## src/rtl/bsg_link_pkg.sv

```systemverilog
// rtl/bsg_link_pkg.sv - shared link geometry for both ends of the off-chip link
// Purpose: single source for beat layout and credit size so that the upstream
//   transmitter and this receiver agree on beat order and token batching.
// Ports: none (package).
package bsg_link_pkg;

  localparam int CHANNELS    = 2;
  localparam int CH_WIDTH    = 8;
  localparam int WORD_WIDTH  = 64;
  localparam int FIFO_DEPTH  = 16;
  localparam int TOKEN_BATCH = 8;

  localparam int BEAT_WIDTH     = CHANNELS * CH_WIDTH;
  localparam int BEATS_PER_WORD = WORD_WIDTH / BEAT_WIDTH;

  // One beat across all channels, channel 0 in the low bits.
  typedef logic [BEAT_WIDTH-1:0] beat_t;

endpackage

```

## src/rtl/bsg_downstream_rx_if.sv

```systemverilog
// rtl/bsg_downstream_rx_if.sv - pin-side and core-side signals of the link receiver
// Purpose: bundles the beat input, credit return and core valid/yumi handshake.
// Ports (slave = receiver view):
//   io_valid_in, io_data_in_ch0/ch1 : beats from the pins
//   io_token_out                     : credit pulse back to the transmitter
//   core_valid_out, core_data_out    : FIFO head towards the core
//   core_yumi_in                     : core consumes the head
interface bsg_downstream_rx_if #(
  parameter int CH_WIDTH   = bsg_link_pkg::CH_WIDTH,
  parameter int WORD_WIDTH = bsg_link_pkg::WORD_WIDTH
);

  logic                  io_valid_in;
  logic [CH_WIDTH-1:0]   io_data_in_ch0;
  logic [CH_WIDTH-1:0]   io_data_in_ch1;
  logic                  io_token_out;
  logic                  core_valid_out;
  logic [WORD_WIDTH-1:0] core_data_out;
  logic                  core_yumi_in;

  modport slave (
    input  io_valid_in, io_data_in_ch0, io_data_in_ch1, core_yumi_in,
    output io_token_out, core_valid_out, core_data_out
  );

  modport master (
    output io_valid_in, io_data_in_ch0, io_data_in_ch1, core_yumi_in,
    input  io_token_out, core_valid_out, core_data_out
  );

endinterface

```

## src/rtl/bsg_downstream_fifo.sv

```systemverilog
// rtl/bsg_downstream_fifo.sv - first-word-fall-through receive buffer
// Purpose: DEPTH-entry FWFT FIFO; a push into a full FIFO is accepted when a
//   pop happens in the same cycle.
// Ports:
//   clk, rst          : clock, synchronous active-high reset
//   push_i, data_i    : write request and word
//   full_o            : no free entry (before any same-cycle pop)
//   pop_i             : consume head; ignored while valid_o=0
//   data_o, valid_o   : head word and its valid
module bsg_downstream_fifo #(
  parameter int WIDTH = 64,
  parameter int DEPTH = 16
) (
  input  logic             clk,
  input  logic             rst,
  input  logic             push_i,
  input  logic [WIDTH-1:0] data_i,
  output logic             full_o,
  input  logic             pop_i,
  output logic [WIDTH-1:0] data_o,
  output logic             valid_o
);

  localparam int AW = $clog2(DEPTH);
  localparam int PW = AW + 1;

  // Extra MSB on each pointer tells full from empty when the indices match.
  logic [PW-1:0] wr_ptr_q, wr_ptr_d;
  logic [PW-1:0] rd_ptr_q, rd_ptr_d;
  logic [DEPTH-1:0][WIDTH-1:0] mem_q;

  logic empty;
  logic pop_ok;
  logic push_ok;

  assign empty   = (wr_ptr_q == rd_ptr_q);
  assign full_o  = (wr_ptr_q[AW] != rd_ptr_q[AW]) &&
                   (wr_ptr_q[AW-1:0] == rd_ptr_q[AW-1:0]);
  assign pop_ok  = pop_i & ~empty;
  assign push_ok = push_i & (~full_o | pop_ok);

  assign valid_o = ~empty;
  assign data_o  = mem_q[rd_ptr_q[AW-1:0]];

  always_comb begin
    wr_ptr_d = wr_ptr_q + PW'(push_ok);
    rd_ptr_d = rd_ptr_q + PW'(pop_ok);
  end

  // Storage is cleared on reset so the head word reads zero out of reset.
  always_ff @(posedge clk) begin
    if (rst) begin
      wr_ptr_q <= '0;
      rd_ptr_q <= '0;
      mem_q    <= '0;
    end else begin
      wr_ptr_q <= wr_ptr_d;
      rd_ptr_q <= rd_ptr_d;
      if (push_ok) begin
        mem_q[wr_ptr_q[AW-1:0]] <= data_i;
      end
    end
  end

endmodule

```

## src/rtl/bsg_downstream_rx.sv

```systemverilog
// rtl/bsg_downstream_rx.sv - receive end of the source-synchronous link
// Purpose: assembles pin beats into core words, buffers them in a FWFT FIFO,
//   returns one credit token per TOKEN_BATCH consumed words and flags drops.
// Ports:
//   clk, rst     : clock, synchronous active-high reset
//   link         : bsg_downstream_rx_if slave (pins + core handshake)
//   overflow_err : sticky, a completed word was dropped on a full FIFO
module bsg_downstream_rx #(
  parameter int CHANNELS    = bsg_link_pkg::CHANNELS,
  parameter int CH_WIDTH    = bsg_link_pkg::CH_WIDTH,
  parameter int WORD_WIDTH  = bsg_link_pkg::WORD_WIDTH,
  parameter int FIFO_DEPTH  = bsg_link_pkg::FIFO_DEPTH,
  parameter int TOKEN_BATCH = bsg_link_pkg::TOKEN_BATCH
) (
  input  logic                  clk,
  input  logic                  rst,
  bsg_downstream_rx_if.slave    link,
  output logic                  overflow_err
);

  localparam int BW    = CHANNELS * CH_WIDTH;
  localparam int BEATS = WORD_WIDTH / BW;
  localparam int BCW   = (BEATS > 1) ? $clog2(BEATS) : 1;
  localparam int TCW   = $clog2(TOKEN_BATCH);

  logic [BCW-1:0]             beat_cnt_q, beat_cnt_d;
  logic [BEATS-1:0][BW-1:0]   asm_q, asm_d;
  logic [TCW-1:0]             cons_cnt_q, cons_cnt_d;
  logic                       token_q, token_d;
  logic                       ovf_q, ovf_d;

  logic [BW-1:0]              beat_in;
  logic                       last_beat;
  logic                       pop_fire;
  logic                       fifo_full;
  logic [WORD_WIDTH-1:0]      push_word;

  assign beat_in   = {link.io_data_in_ch1, link.io_data_in_ch0};
  assign last_beat = link.io_valid_in && (beat_cnt_q == BCW'(BEATS - 1));
  assign pop_fire  = link.core_yumi_in && link.core_valid_out;

  always_comb begin
    asm_d      = asm_q;
    beat_cnt_d = beat_cnt_q;
    if (link.io_valid_in) begin
      asm_d[beat_cnt_q] = beat_in;
      beat_cnt_d        = last_beat ? '0 : beat_cnt_q + 1'b1;
    end
    // Taking the word from asm_d bypasses the last beat straight into the push.
    push_word  = asm_d;
    cons_cnt_d = cons_cnt_q + TCW'(pop_fire);
    token_d    = pop_fire && (cons_cnt_q == TCW'(TOKEN_BATCH - 1));
    ovf_d      = ovf_q | (last_beat & fifo_full & ~pop_fire);
  end

  always_ff @(posedge clk) begin
    if (rst) begin
      beat_cnt_q <= '0;
      asm_q      <= '0;
      cons_cnt_q <= '0;
      token_q    <= 1'b0;
      ovf_q      <= 1'b0;
    end else begin
      beat_cnt_q <= beat_cnt_d;
      asm_q      <= asm_d;
      cons_cnt_q <= cons_cnt_d;
      token_q    <= token_d;
      ovf_q      <= ovf_d;
    end
  end

  bsg_downstream_fifo #(
    .WIDTH (WORD_WIDTH),
    .DEPTH (FIFO_DEPTH)
  ) u_fifo (
    .clk     (clk),
    .rst     (rst),
    .push_i  (last_beat),
    .data_i  (push_word),
    .full_o  (fifo_full),
    .pop_i   (link.core_yumi_in),
    .data_o  (link.core_data_out),
    .valid_o (link.core_valid_out)
  );

  assign link.io_token_out = token_q;
  assign overflow_err      = ovf_q;

endmodule

```

## src/flat_wrapper.sv

```systemverilog
// flat-port wrapper written by rule: the top's interface ports become plain ports
module bsg_downstream_rx_flat 
#(
  parameter int CHANNELS    = bsg_link_pkg::CHANNELS,
  parameter int CH_WIDTH    = bsg_link_pkg::CH_WIDTH,
  parameter int WORD_WIDTH  = bsg_link_pkg::WORD_WIDTH,
  parameter int FIFO_DEPTH  = bsg_link_pkg::FIFO_DEPTH,
  parameter int TOKEN_BATCH = bsg_link_pkg::TOKEN_BATCH
)
  (clk, rst, overflow_err, link_io_valid_in, link_io_data_in_ch0, link_io_data_in_ch1, link_core_yumi_in, link_io_token_out, link_core_valid_out, link_core_data_out);
  bsg_downstream_rx_if #(.CH_WIDTH(CH_WIDTH), .WORD_WIDTH(WORD_WIDTH)) link_i ();
  input  logic clk;
  input  logic rst;
  output logic overflow_err;
  input wire logic [$bits(link_i.io_valid_in)-1:0] link_io_valid_in;
  input wire logic [$bits(link_i.io_data_in_ch0)-1:0] link_io_data_in_ch0;
  input wire logic [$bits(link_i.io_data_in_ch1)-1:0] link_io_data_in_ch1;
  input wire logic [$bits(link_i.core_yumi_in)-1:0] link_core_yumi_in;
  output wire logic [$bits(link_i.io_token_out)-1:0] link_io_token_out;
  output wire logic [$bits(link_i.core_valid_out)-1:0] link_core_valid_out;
  output wire logic [$bits(link_i.core_data_out)-1:0] link_core_data_out;
  assign link_i.io_valid_in = link_io_valid_in;
  assign link_i.io_data_in_ch0 = link_io_data_in_ch0;
  assign link_i.io_data_in_ch1 = link_io_data_in_ch1;
  assign link_i.core_yumi_in = link_core_yumi_in;
  assign link_io_token_out = link_i.io_token_out;
  assign link_core_valid_out = link_i.core_valid_out;
  assign link_core_data_out = link_i.core_data_out;
  bsg_downstream_rx #(.CHANNELS(CHANNELS), .CH_WIDTH(CH_WIDTH), .WORD_WIDTH(WORD_WIDTH), .FIFO_DEPTH(FIFO_DEPTH), .TOKEN_BATCH(TOKEN_BATCH)) u_core (.clk(clk), .rst(rst), .link(link_i), .overflow_err(overflow_err));
endmodule
```

## config.mk

```make
export PLATFORM = sky130hd
export DESIGN_NAME = bsg_downstream_rx_flat
export DESIGN_NICKNAME = d
export VERILOG_FILES = /design/src/rtl/bsg_link_pkg.sv /design/src/rtl/bsg_downstream_rx_if.sv /design/src/rtl/bsg_downstream_fifo.sv /design/src/rtl/bsg_downstream_rx.sv /design/src/flat_wrapper.sv
export SDC_FILE = /design/constraint.sdc
export NUM_CORES = 2
export LEC_CHECK = 0
export BUFFER_PORTS_ARGS = -buffer_cell sky130_fd_sc_hd__clkbuf_2
export CORE_ASPECT_RATIO = 0.75
export CORE_MARGIN = 3
export CORE_UTILIZATION = 27
export CTS_CLUSTER_DIAMETER = 150
export DETAILED_ROUTE_END_ITERATION = 16
export PLACE_DENSITY = 0.4
export SLEW_MARGIN = 20
export SYNTH_ARGS = -nofsm -noshare
export SYNTH_HDL_FRONTEND = slang
export SYNTH_SLANG_ARGS = --single-unit
```

## constraint.sdc

```tcl
create_clock -name clk -period 2.5 [get_ports clk]
set_input_delay 0.5 -clock clk [delete_from_list [all_inputs] [get_ports clk]]
set_output_delay 0.5 -clock clk [all_outputs]
set_load 0.01 [all_outputs]
```

Word-level counts from Yosys, hierarchy flattened
Cells that the tools add are included.
{ "totals": {"ff_bits": 1105, "elab_cells": 65} }
{ "op_classes": {"add_sub_neg": 4, "magnitude_cmp": 5, "n_eq_ne": 5, "muxes": 10, "bitwise_logic": 9, "n_reduce_logical": 6} }
{ "op_table": {"columns": ["operator", "count"], "rows": [
  ["$bwmux W1024", 1],
  ["$bmux W64 S4", 1],
  ["$demux W64 S4", 1],
  ["$mux W64", 3],
  ["$bwmux W64", 1],
  ["$demux W16 S2", 1],
  ["$mux W16", 1],
  ["$add A5 B1 Y5", 2],
  ["$lt A4 B5 Y1 const B", 2],
  ["$logic_and A1 B1 Y1", 6],
  ["$eq A5 B5 Y1", 1],
  ["$and A1 B1 Y1", 4],
  ["$eq A4 B4 Y1", 1],
  ["$ge A4 B1 Y1 const B", 1],
  ["$add A3 B1 Y3", 1],
  ["$eq A3 B3 Y1 const B", 1],
  ["$lt A2 B3 Y1 const B", 1],
  ["$not A1 Y1", 3],
  ["$add A2 B1 Y2 const B", 1],
  ["$eq A2 B2 Y1 const B", 1],
  ["$ge A2 B1 Y1 const B", 1],
  ["$mux W2", 1],
  ["$or A1 B1 Y1", 2],
  ["$ne A1 B1 Y1", 1]
]} }

Depth between registers and ports, before layout
{ "logic_depth": {"ltp_word": 7, "depth_mapped": 11} }

By module
From an unflattened synthesis, not the netlist that was laid out.
{ "unflattened": {"cells_unflattened": 4588, "hier_area_um2": 52217.6} }
{ "modules_own_cells": {"columns": ["module", "n_inst", "cells_per_inst", "area_each_um2", "seq_area_each_um2"], "rows": [
  ["bsg_downstream_fifo", 1, 4199, 48919.4, 20699.9],
  ["bsg_downstream_rx", 1, 389, 3298.2, 1421.4]
]} }

Worst setup path before layout
OpenSTA, ideal clock, no wires.
{ "synth_path": {"kind": "register to output", "from": "register u_core.u_fifo.rd_ptr_q[1]", "to": "output port link_core_data_out[53]", "t_arrival_ps": 1884, "t_required_ps": 2000, "path_slack_ps": 116, "stages_incl_launch_ff": 8, "n_path_buf": 4, "path_cell_list": "dfxtp_1 > buf_2 > buf_2 > buf_2 > buf_1 > mux4_2 > a22oi_1 > nand2_1"} }
{ "synth_via": {"elab_chain_len": 2} }
{ "synth_rtl": {"columns": ["element", "line", "rtl"], "rows": [
  ["from (decl)", "bsg_downstream_fifo.sv:29", "logic [PW-1:0] rd_ptr_q, rd_ptr_d;"],
  ["from (signal assigned)", "bsg_downstream_fifo.sv:58", "rd_ptr_q <= rd_ptr_d;"],
  ["$bmux W64 S4", "bsg_downstream_fifo.sv:43", "assign data_o = mem_q[rd_ptr_q[AW-1:0]];"],
  ["$mux W64 (implied by the code)", "bsg_downstream_fifo.sv:43", null],
  ["to (decl)", "flat_wrapper.sv:21", "output wire logic [$bits(link_i.core_data_out)-1:0] link_core_data_out;"]
]} }
No other way between the ends. The select of a mux whose other input is x is not followed.

Final worst setup path
{ "layout_path": {"from": "register u_core.u_fifo.rd_ptr_q[0]", "to": "output port link_core_data_out[39]"} }
The elaborated chain is that of the path after synthesis.

==> results.json <==
{
  "synthArstFlopShare_pct": 0,
  "die_area_sq_mm": 0.1894,
  "synthToLayoutAreaGrowth_pct": 25.44,
  "arrival_ns": 2.68,
  "rsz0062_at_grt": "yes",
  "grt_overflow": 0,
  "path_class": "flop to output port",
  "cts.path.max_buffers": 3,
  "drv_slew": 0,
  "finalClockSkew_ns": 0.05908,
  "grt_start_max_net_pins": 161,
  "hold_violations": 0,
  "hold_path_depth": 3,
  "synthCells": 4373,
  "finalPower_mw": 37.23,
  "reg2reg_depth": 15,
  "drv_cap": 0,
  "endpoint_kind": "output port",
  "cts_hold_buffers": 0,
  "start_kind": "flop",
  "drtAntennaViolNets": 0,
  "ir_drop_v": 0.0004994,
  "setup_ws_ns": -0.6813,
  "power_leakage_nw": 20.64,
  "yosys.cell_count.top_type": "dfxtp_1",
  "post-route-util_pct": 34.32,
  "fillerInstances": 17910,
  "design_area_sq_mm": 0.06238,
  "timing.slew.headroom_pct": 43.51,
  "die_w_microns": 501.6,
  "setup_viol": 777,
  "core-area_sq_mm": 0.1817,
  "holdPathEnd": "u_core.overflow_err$_SDFF_PP0_",
  "clk_latency_ns": 0.77,
  "path_cells": "buf_12, buf_12, buf_12, buf_12, mux4_2, a22oi_2, nand2_1, clkbuf_2",
  "fin_crit_ns": 3.181,
  "final_nets": 4608,
  "failed_checks": "negative setup slack",
  "vias": 33030,
  "syn-num-nets": 4403,
  "dp_hpwl_microns": 96520,
  "crit_cells": 8,
  "cpLargestDelayFamily": "buffers and inverters",
  "synth-seq-cells": 1105,
  "holdCritPathClass": "input port to flop",
  "grt_first_pass_wirelength_microns": 243100,
  "htree_levels": 3,
  "synth_common_cells": "dfxtp_1 (1105), nand2b_1 (1026), mux2i_1 (1025), mux4_2 (256), clkbuf_1 (228)",
  "ys_top_cells_by_area": "dfxtp_1 (44%), mux2i_1 (21%), nand2b_1 (13%)",
  "grt_pass1_vias": 33680,
  "cp_max_fo": 11,
  "rrSetupSlack_ns": -0.32,
  "yosys.area.top_type": "dfxtp_1",
  "seq_area_sq_mm": 0.02213,
  "layout-drive-gt1-share_pct": 23.69,
  "critPathBufInv": 5,
  "netlist_area_sq_mm": 0.04973,
  "antenna_found_initial": 5,
  "cp.required_ns": 2.00,
  "worst_pin_slew_ns": 0.8474,
  "yosysSeqAreaShare_pct": 44.48,
  "crit_path_frequent_cell": "buf_12",
  "wl_microns": 173100,
  "routabilityCongestion": 0.7081,
  "yosys_warnings": 0,
  "period_share_pct": 127.3,
  "cts.clk_slew.worst_paths_ns": 0.07,
  "placed_cell_area_sq_mm": 0.05499,
  "powerDensity_mw_per_mm2": 596.8,
  "root_buffer": "clkbuf_16",
  "drc": 0,
  "rr_endpoint": "u_core.u_fifo.mem_q[129]$_SDFFE_PP0P_",
  "viasPerCell": 4.670,
  "cts_tree": "yes",
  "synthFlopType": "dfxtp_1",
  "reg2reg_from": "u_core.u_fifo.rd_ptr_q[0]$_SDFF_PP0_",
  "cts_inserted_buffers": 116,
  "wl_per_cell_microns": 24.47,
  "ys_types": 29,
  "ios": 87,
  "grt.total_usage_pct": 17.27,
  "dp_slack_ns": -0.02192,
  "critPathMaxStageDelay_ns": 0.51,
  "hold_path_startpoint": "link_io_valid_in",
  "fmax_mhz": 314.3,
  "port_buffers": 86,
  "num_rows": 135,
  "synth.avg_cell_area_sq_um": 11.37,
  "start_util_pct": 27.36,
  "drtIter0Drc": 2302,
  "synth_top_area_share_pct": 44.48,
  "multi_input_area_sq_mm": 0.02619,
  "drt_first_pass_iters": 5,
  "setup-tns-final_ns": -158.34,
  "synth_edf_count": 0,
  "clock_sinks": 1105,
  "die_y_microns": 377.7,
  "slowest_stage": "mux4_2",
  "status": "finished, violations left"
}
[worst max path at each step]
| stage | start | end | slack, ns |
|---|---|---|---|
| 2_1_floorplan | u_core.u_fifo.rd_ptr_q[1]$_SDFF_PP0_ | link_core_data_out[53] | 0.12 |
| 3_3_place_gp | u_core.u_fifo.rd_ptr_q[1]$_SDFF_PP0_ | link_core_data_out[45] | 0.006 |
| 3_5_place_dp | u_core.u_fifo.rd_ptr_q[0]$_SDFF_PP0_ | u_core.u_fifo.mem_q[779]$_SDFFE_PP0P_ | -0.02 |
| 4_1_cts | u_core.u_fifo.rd_ptr_q[0]$_SDFF_PP0_ | link_core_data_out[39] | -0.80 |
| 5_1_grt | u_core.u_fifo.rd_ptr_q[0]$_SDFF_PP0_ | link_core_data_out[23] | -0.81 |
| 6_report | u_core.u_fifo.rd_ptr_q[0]$_SDFF_PP0_ | link_core_data_out[39] | -0.68 |
[power by group]
part / switching, mW / leakage, nW / total [mW] / internal [mW]
logic: 0.811 / 9.81 / 1.42 / 0.608
registers: 0.0152 / 8.90 / 17.7 / 17.6
clock network: 7.81 / 1.93 / 18.2 / 10.3
[area by class of cell]
class	count	area share, %
Tap cell	2397	4.808
Antenna cell	3	0.01203
Clock inverter	38	0.7180
Sequential cell	1105	35.47
Multi-Input combinational cell	2791	41.99
Inverter	66	0.3971
Timing Repair Buffer	498	11.01
Clock buffer	175	5.594
[metal layers]
metal | vias up | GRT usage [%] | routed length (microns)
li1 | 15600 | - | -
met1 | 16760 | 25.78 | 89190
met2 | 457 | 26.08 | 74960
met3 | 206 | 2.616 | 5393
met4 | 2 | 3.722 | 3552
met5 | - | 0 | 12
[metrics by stage]
step	std cells	hold WS (ns)
final	7073	0.2919
after detailed placement	6712	0.4572
after global routing	7072	0.2578
after global placement	6712	0.4549
after floorplan	4373	0.4455
after CTS	6997	0.2213
[sequential cells by signal, indices dropped and copies added, names as in the netlist]
register and count:
u_core.overflow_err 1, u_core.u_fifo.mem_q 1024, u_core.link.io_token_out 1, u_core.asm_q 64, u_core.cons_cnt_q 3, u_core.u_fifo.rd_ptr_q 5
u_core.beat_cnt_q 2, u_core.u_fifo.wr_ptr_q 5
[cells by family after synthesis]
kind of cell               after synthesis  synth area share, %
adders and majority gates               10               0.2516
buffers and inverters                  477                4.597
muxes                                 1281                32.23
DFF                                   1105                44.48
AOI/OAI and AO/OA                      212                3.120
and+or+nand+nor                       1276                15.11
xor gates and xnor gates                12               0.2113
[cells in the final DEF (no fill, tap or decap), types with 66 or more instances in the layout]
cell type	instances
nand2_1	116
inv_1	66
dfxtp_1	1102
mux4_2	256
buf_12	149
clkbuf_2	66
buf_4	166
clkbuf_16	146
nand3_1	66
mux2i_1	1021
nand2b_1	1026
a22oi_2	97
[what timing repair did]
action	CTS	global route
resized for setup	189	120
pin swaps	64	59
buffers inserted	51	52
setup endpoints to repair	92	1080
gates cloned	21	29
[tightest hold or removal path, cell delays in order]
cell	delay (ns)
buf_4	0.22
a41oi_1	0.21
nor2_1	0.05
(Power assumes the default switching activity.)
